$ cat config.mk
export PLATFORM = sky130hd
export DESIGN_NAME = peak_meter_bank_flat
export DESIGN_NICKNAME = d
export VERILOG_FILES = /design/src/rtl/peak_meter_bank_if.sv /design/src/rtl/peak_meter_bank.sv /design/src/flat_wrapper.sv
export SDC_FILE = /design/constraint.sdc
export NUM_CORES = 1
export LEC_CHECK = 0
export CAP_MARGIN = 30
export CELL_PAD_IN_SITES_DETAIL_PLACEMENT = 2
export CELL_PAD_IN_SITES_GLOBAL_PLACEMENT = 2
export CORE_AREA = 2 2 258 260
export CTS_CLUSTER_DIAMETER = 200
export DETAILED_ROUTE_END_ITERATION = 6
export DIE_AREA = 0 0 260 262
export DONT_BUFFER_PORTS = 1
export PLACE_DENSITY_LB_ADDON = 0.1
export SLEW_MARGIN = 40
export SYNTH_ARGS = -nofsm -noshare
export SYNTH_HDL_FRONTEND = slang
export SYNTH_SLANG_ARGS = --single-unit
$ cat constraint.sdc
create_clock -name clk -period 20.4 [get_ports clk]
set_input_delay 2.04 -clock clk [delete_from_list [all_inputs] [get_ports clk]]
set_output_delay 2.04 -clock clk [all_outputs]
set_load 0.01 [all_outputs]
$ cat src/rtl/peak_meter_bank_if.sv
// Bus bundle for the multi-channel peak meter: frame strobe/data, channel
// select and clip clear going in; selected-channel meter and scan status out.
interface peak_meter_bank_if #(
  parameter int CHANNELS = 8,
  parameter int WIDTH    = 24,
  parameter int LED_BITS = 8
);
  localparam int SEL_W = $clog2(CHANNELS);

  logic                      sample_valid;
  logic [CHANNELS*WIDTH-1:0] audio_in;
  logic [SEL_W-1:0]          sel;
  logic                      clip_clear;
  logic [WIDTH-2:0]          peak_out;
  logic [LED_BITS-1:0]       led_bar;
  logic                      clip_out;
  logic                      busy;
  logic                      frame_done;
  logic                      overrun;

  modport master (
    output sample_valid, audio_in, sel, clip_clear,
    input  peak_out, led_bar, clip_out, busy, frame_done, overrun
  );

  modport slave (
    input  sample_valid, audio_in, sel, clip_clear,
    output peak_out, led_bar, clip_out, busy, frame_done, overrun
  );
endinterface

$ cat src/rtl/peak_meter_bank.sv
// Multi-channel peak meter. A strobed frame is latched and its channels are
// scanned one per clock, updating per-channel peak-hold, timed decay and a
// sticky clip flag. One selected channel is shown as a value and a bargraph.
//
// state | meaning
// IDLE  | waiting for sample_valid; frame register holds the last frame
// SCAN  | updating channel idx each cycle, idx = 0 .. CHANNELS-1
module peak_meter_bank #(
  parameter int CHANNELS     = 8,
  parameter int WIDTH        = 24,
  parameter int HOLD_SAMPLES = 4800,
  parameter int DECAY_SHIFT  = 10,
  parameter int LED_BITS     = 8
) (
  input logic               clk,
  input logic               rst_n,
  peak_meter_bank_if.slave  bus
);

  localparam int IDX_W  = $clog2(CHANNELS);
  localparam int HOLD_W = $clog2(HOLD_SAMPLES + 1);
  localparam int MAG_W  = WIDTH - 1;
  localparam logic [MAG_W-1:0] MAG_MAX = {MAG_W{1'b1}};

  typedef enum logic {IDLE, SCAN} state_t;

  state_t                    state;
  logic [CHANNELS*WIDTH-1:0] frame_q;
  logic [IDX_W-1:0]          idx;
  logic [MAG_W-1:0]          peak_q [CHANNELS];
  logic [HOLD_W-1:0]         hold_q [CHANNELS];
  logic [CHANNELS-1:0]       clip_q;
  logic                      busy_q;
  logic                      frame_done_q;
  logic                      overrun_q;

  logic [WIDTH-1:0]          x_cur;
  logic [MAG_W-1:0]          mag;
  logic [MAG_W-1:0]          peak_cur;
  logic [MAG_W-1:0]          decay;
  logic [MAG_W-1:0]          peak_dec;
  logic [MAG_W-1:0]          peak_nxt;
  logic [HOLD_W-1:0]         hold_cur;
  logic [HOLD_W-1:0]         hold_nxt;

  logic [MAG_W-1:0]          peak_out_q;
  logic [LED_BITS-1:0]       led_bar_q;
  logic                      clip_out_q;

  // Next peak/hold for the channel under the scan pointer.
  always_comb begin
    x_cur = frame_q[WIDTH-1:0];
    for (int c = 0; c < CHANNELS; c++) begin
      if (idx == IDX_W'(c)) x_cur = frame_q[c*WIDTH +: WIDTH];
    end

    // Full-scale negative has no positive twin, so it saturates.
    if (!x_cur[WIDTH-1])                mag = x_cur[MAG_W-1:0];
    else if (x_cur[MAG_W-1:0] == '0)    mag = MAG_MAX;
    else                                mag = ~x_cur[MAG_W-1:0] + MAG_W'(1);

    peak_cur = peak_q[idx];
    hold_cur = hold_q[idx];

    // Proportional decay with a 1 LSB floor so small peaks still reach zero.
    decay = peak_cur >> DECAY_SHIFT;
    if (decay == '0 && peak_cur != '0) decay = MAG_W'(1);
    peak_dec = peak_cur - decay;

    peak_nxt = peak_cur;
    hold_nxt = hold_cur;
    if (mag >= peak_cur) begin
      peak_nxt = mag;
      hold_nxt = HOLD_W'(HOLD_SAMPLES);
    end else if (hold_cur != '0) begin
      hold_nxt = hold_cur - HOLD_W'(1);
    end else begin
      peak_nxt = (peak_dec > mag) ? peak_dec : mag;
    end
  end

  // Scan sequencer: frame capture, per-channel state update and status flags.
  always_ff @(posedge clk or negedge rst_n) begin
    if (!rst_n) begin
      state        <= IDLE;
      idx          <= '0;
      frame_q      <= '0;
      busy_q       <= 1'b0;
      frame_done_q <= 1'b0;
      overrun_q    <= 1'b0;
      for (int c = 0; c < CHANNELS; c++) begin
        peak_q[c] <= '0;
        hold_q[c] <= '0;
      end
    end else begin
      frame_done_q <= 1'b0;
      case (state)
        IDLE: begin
          if (bus.sample_valid) begin
            frame_q <= bus.audio_in;
            idx     <= '0;
            busy_q  <= 1'b1;
            state   <= SCAN;
          end
        end
        SCAN: begin
          if (bus.sample_valid) overrun_q <= 1'b1;
          peak_q[idx] <= peak_nxt;
          hold_q[idx] <= hold_nxt;
          if (idx == IDX_W'(CHANNELS - 1)) begin
            idx          <= '0;
            busy_q       <= 1'b0;
            frame_done_q <= 1'b1;
            state        <= IDLE;
          end else begin
            idx <= idx + IDX_W'(1);
          end
        end
        default: state <= IDLE;
      endcase
    end
  end

  // Sticky clip flags; a full-scale hit beats a same-cycle clear.
  always_ff @(posedge clk or negedge rst_n) begin
    if (!rst_n) begin
      clip_q <= '0;
    end else begin
      for (int c = 0; c < CHANNELS; c++) begin
        if (state == SCAN && idx == IDX_W'(c) && mag == MAG_MAX)
          clip_q[c] <= 1'b1;
        else if (bus.clip_clear && bus.sel == IDX_W'(c))
          clip_q[c] <= 1'b0;
      end
    end
  end

  // Registered view of the selected channel; each segment is 6 dB apart.
  always_ff @(posedge clk or negedge rst_n) begin
    if (!rst_n) begin
      peak_out_q <= '0;
      clip_out_q <= 1'b0;
      led_bar_q  <= '0;
    end else begin
      peak_out_q <= peak_q[bus.sel];
      clip_out_q <= clip_q[bus.sel];
      for (int i = 0; i < LED_BITS; i++) begin
        led_bar_q[i] <= ({1'b0, peak_q[bus.sel]} >= (WIDTH'(1) << (WIDTH - 1 - LED_BITS + i)));
      end
    end
  end

  assign bus.peak_out   = peak_out_q;
  assign bus.led_bar    = led_bar_q;
  assign bus.clip_out   = clip_out_q;
  assign bus.busy       = busy_q;
  assign bus.frame_done = frame_done_q;
  assign bus.overrun    = overrun_q;

endmodule

$ cat src/flat_wrapper.sv
// flat-port wrapper written by rule: the top's interface ports become plain ports
module peak_meter_bank_flat 
#(
  parameter int CHANNELS     = 8,
  parameter int WIDTH        = 24,
  parameter int HOLD_SAMPLES = 4800,
  parameter int DECAY_SHIFT  = 10,
  parameter int LED_BITS     = 8
)
  (clk, rst_n, bus_sample_valid, bus_audio_in, bus_sel, bus_clip_clear, bus_peak_out, bus_led_bar, bus_clip_out, bus_busy, bus_frame_done, bus_overrun);
  peak_meter_bank_if #(.CHANNELS(CHANNELS), .WIDTH(WIDTH), .LED_BITS(LED_BITS)) bus_i ();
  input logic clk;
  input logic rst_n;
  input wire logic [$bits(bus_i.sample_valid)-1:0] bus_sample_valid;
  input wire logic [$bits(bus_i.audio_in)-1:0] bus_audio_in;
  input wire logic [$bits(bus_i.sel)-1:0] bus_sel;
  input wire logic [$bits(bus_i.clip_clear)-1:0] bus_clip_clear;
  output wire logic [$bits(bus_i.peak_out)-1:0] bus_peak_out;
  output wire logic [$bits(bus_i.led_bar)-1:0] bus_led_bar;
  output wire logic [$bits(bus_i.clip_out)-1:0] bus_clip_out;
  output wire logic [$bits(bus_i.busy)-1:0] bus_busy;
  output wire logic [$bits(bus_i.frame_done)-1:0] bus_frame_done;
  output wire logic [$bits(bus_i.overrun)-1:0] bus_overrun;
  assign bus_i.sample_valid = bus_sample_valid;
  assign bus_i.audio_in = bus_audio_in;
  assign bus_i.sel = bus_sel;
  assign bus_i.clip_clear = bus_clip_clear;
  assign bus_peak_out = bus_i.peak_out;
  assign bus_led_bar = bus_i.led_bar;
  assign bus_clip_out = bus_i.clip_out;
  assign bus_busy = bus_i.busy;
  assign bus_frame_done = bus_i.frame_done;
  assign bus_overrun = bus_i.overrun;
  peak_meter_bank #(.CHANNELS(CHANNELS), .WIDTH(WIDTH), .HOLD_SAMPLES(HOLD_SAMPLES), .DECAY_SHIFT(DECAY_SHIFT), .LED_BITS(LED_BITS)) u_core (.clk(clk), .rst_n(rst_n), .bus(bus_i));
endmodule
==> flow_summary.yaml <==
drt:
  num_vias: 24200
  wl_per_cell_um: 31.7
  drc: 0
  drtAntennaViolNets: 0
  wirelength_um: 118000
  firstDrtPassIters: 5
  avgViaCountPerCell: 6.52
  dr.first_iter.drc_count: 2021
synthesis:
  ys_ff_latch: 527
  synth-main-ff-cell: "dfrtp_1"
  synth_area_leader_cell: "dfrtp_1"
  synthCells: 2868
  yosys-top-cells-area: "dfrtp_1, mux2_2, o21ai_0"
  yosysSeqAreaShare: 0.453
  syn_area_per_cell_um2: 10.1
  ys_types: 101
  yosysWarnings: 0
  synth_edf_count: 0
  netlist.area_leader.share: 0.453
  synth_nets: 3135
  syn_area_um2: 29100
  ys_async_sr_fraction: 1.00
critical_path:
  crit-reg2reg-launch: "u_core.idx[2]$_DFFE_PN0P_"
  critPathMaxFanout: 91
  r2r_cells: 25
  endpoint_kind: "flop"
  critPathKind: "reg -> reg"
  required_ps: 20920
  arrival_ps: 10610
  critPathLaunchType: "flop"
  r2r-end: "u_core.peak_q[20]$_DFFE_PN0P_"
  ff2ff_setup_slack_ps: 10310
timing:
  setup_viol: 0
  slew_headroom: -1.22
  drv_slew: 384
  finClkSkew_ps: 40.7
  fin_crit_sh: 0.495
  fin_crit_ps: 10090
  hold_viol: 0
  fin_tns_setup_ps: 0
  rsz0062_at_grt: "no"
  worst_pin_slew_ps: 3320
  fmax_mhz: 99.1
floorplan:
  start_util: 0.446
  core_um2: 65300
  dieWidth_um: 260
  rows: 94
  die_area_um2: 68100
  pin_count: 234
  dieHeight_um: 262
placed_design:
  portBuffers: 0
  detailed_place_hpwl_um: 80700
  place_area_um2: 29900
  gp_congestion: 0.905
cts:
  cts_tree: "built"
  numCtsBuffers: 60
  htree_levels: 2
  clkTransAtPathRegs_ps: 60
  clk_root_buffer_cell: "clkbuf_16"
  cts_setup_buffers: 0
  clock_path_buffers: 3
  cts_resized: 0
  hold_buffers: 0
  clk_latency_ps: 650
  cts_num_sinks: 527
cells_and_area:
  final_cell_mix: "dfrtp_1, nand2_1, o21ai_0"
  drive_gt1_frac: 0.182
  final_common_cell: "dfrtp_1"
  area_growth_syn_to_layout_pct: 10.3
  final_cell_area_um2: 32100
  fin_nets: 3045
job:
  max_cap_violations: 0
run_status:
  status: "finished, violations left"
  violations: "max-slew violations"
hold_path:
  hold_end: "u_core.hold_q[79]$_DFFE_PN0P_"
  min_path_cells: 2
  hp-start: "u_core.hold_q[79]$_DFFE_PN0P_"
  worstHoldPathType: "reg -> reg"
grt:
  antenna_found_initial: 33
  grt_use_total: 0.344
  gr-total-overflow: 0
  grt_max_degree: 528
  grt_pass1_wl_um: 176000
  grt_pass1_vias: 26500
## worst max path at each step
stage	startpoint	to	cells past startpoint
final	u_core.idx[2]$_DFFE_PN0P_	u_core.peak_q[20]$_DFFE_PN0P_	25
after global placement	u_core.idx[0]$_DFFE_PN0P_	u_core.peak_q[89]$_DFFE_PN0P_	25
after detailed placement	u_core.idx[0]$_DFFE_PN0P_	u_core.peak_q[181]$_DFFE_PN0P_	25
after CTS	u_core.idx[0]$_DFFE_PN0P_	u_core.peak_q[20]$_DFFE_PN0P_	25
after floorplan	u_core.idx[1]$_DFFE_PN0P_	u_core.peak_q[111]$_DFFE_PN0P_	35
after global routing	u_core.idx[2]$_DFFE_PN0P_	u_core.peak_q[20]$_DFFE_PN0P_	25
## sequential cells by signal, summed over array words and instances, names as in the netlist
signal,cells
u_core.bus.busy,1
u_core.bus.clip_out,1
u_core.bus.frame_done,1
u_core.bus.led_bar,8
u_core.bus.overrun,1
u_core.bus.peak_out,23
u_core.clip_q,8
u_core.frame_q,192
u_core.hold_q,104
u_core.idx,3
u_core.peak_q,184
u_core.state,1
## layer usage
layer / up-vias / global-route usage / wire length (um)
met5: - / 0 / 185
met4: 26 / 0.130 / 4400
met3: 240 / 0.0597 / 6170
met2: 758 / 0.581 / 57900
met1: 12800 / 0.443 / 49200
li1: 10400 / - / -
## synthesized netlist by cell type (19+ instances only)
library cell  instances
dfrtp_1             527
nand2_1             385
o21ai_0             300
mux2_2              239
clkbuf_1            148
nor2_1              146
a21oi_1              92
ha_1                 67
inv_1                66
mux2i_1              64
mux4_2               50
nand3_1              42
nor3_1               41
a221oi_1             39
a22oi_1              35
o31ai_1              35
nand2b_1             33
a31oi_1              26
buf_2                26
o2bb2ai_1            26
nor2b_1              25
nand4_1              23
o22ai_1              23
a21o_1               19
o221ai_1             19
o31a_1               19
## cell families after synthesis
| group | Yosys count | share of synthesized area |
|---|---|---|
| AND/OR/NAND/NOR | 808 | 0.129 |
| AO/OA/AOI/OAI | 805 | 0.186 |
| flip-flops | 527 | 0.453 |
| multiplexers | 353 | 0.153 |
| buffers and inverters | 275 | 0.0399 |
| adder cells (fa/ha/maj) | 68 | 0.0295 |
| XOR/XNOR | 32 | 0.00963 |
## worst max-delay path, cell delays in order, from the launching register on
cell and delay, ps:
dfrtp_4 700, buf_12 350, inv_2 570, ha_1 280
buf_4 330, inv_1 430, o311ai_1 530, a2bb2oi_1 570
ha_1 420, nand3b_1 230, nor4_2 610, and3_1 380
nand3_1 390, a22oi_1 430, ha_1 300, nor2b_1 140
o21a_1 170, o21ai_0 200, a21oi_1 90, o311ai_0 520
o211a_1 250, nand2b_1 440, nor2_1 690, buf_4 260
o221ai_2 260, o21ai_0 350
## layout make-up
type | instances | area, um^2
Fill cell | 6599 | 33200
Multi-Input combinational cell | 2066 | 15000
Sequential cell | 527 | 13200
Clock buffer | 86 | 1770
Tap cell | 864 | 1080
Timing Repair Buffer | 54 | 464
Clock inverter | 22 | 308
Inverter | 69 | 259
Antenna cell | 24 | 60.1
## metrics by stage
stage                     utilization  hold WS [ps]  instances  worst slack (ps)
final                           0.492           480       3712             10310
after global routing            0.491           506       3704              9860
after CTS                       0.490           485       3688             10590
after detailed placement        0.458           470       3580             10730
after global placement          0.456           457       3573             10730
after floorplan                     -           444       2868             12260
Power is left out: the tool's default activity adds up to more than one toggle a clock period on the data nets, which glitch-free logic cannot reach.
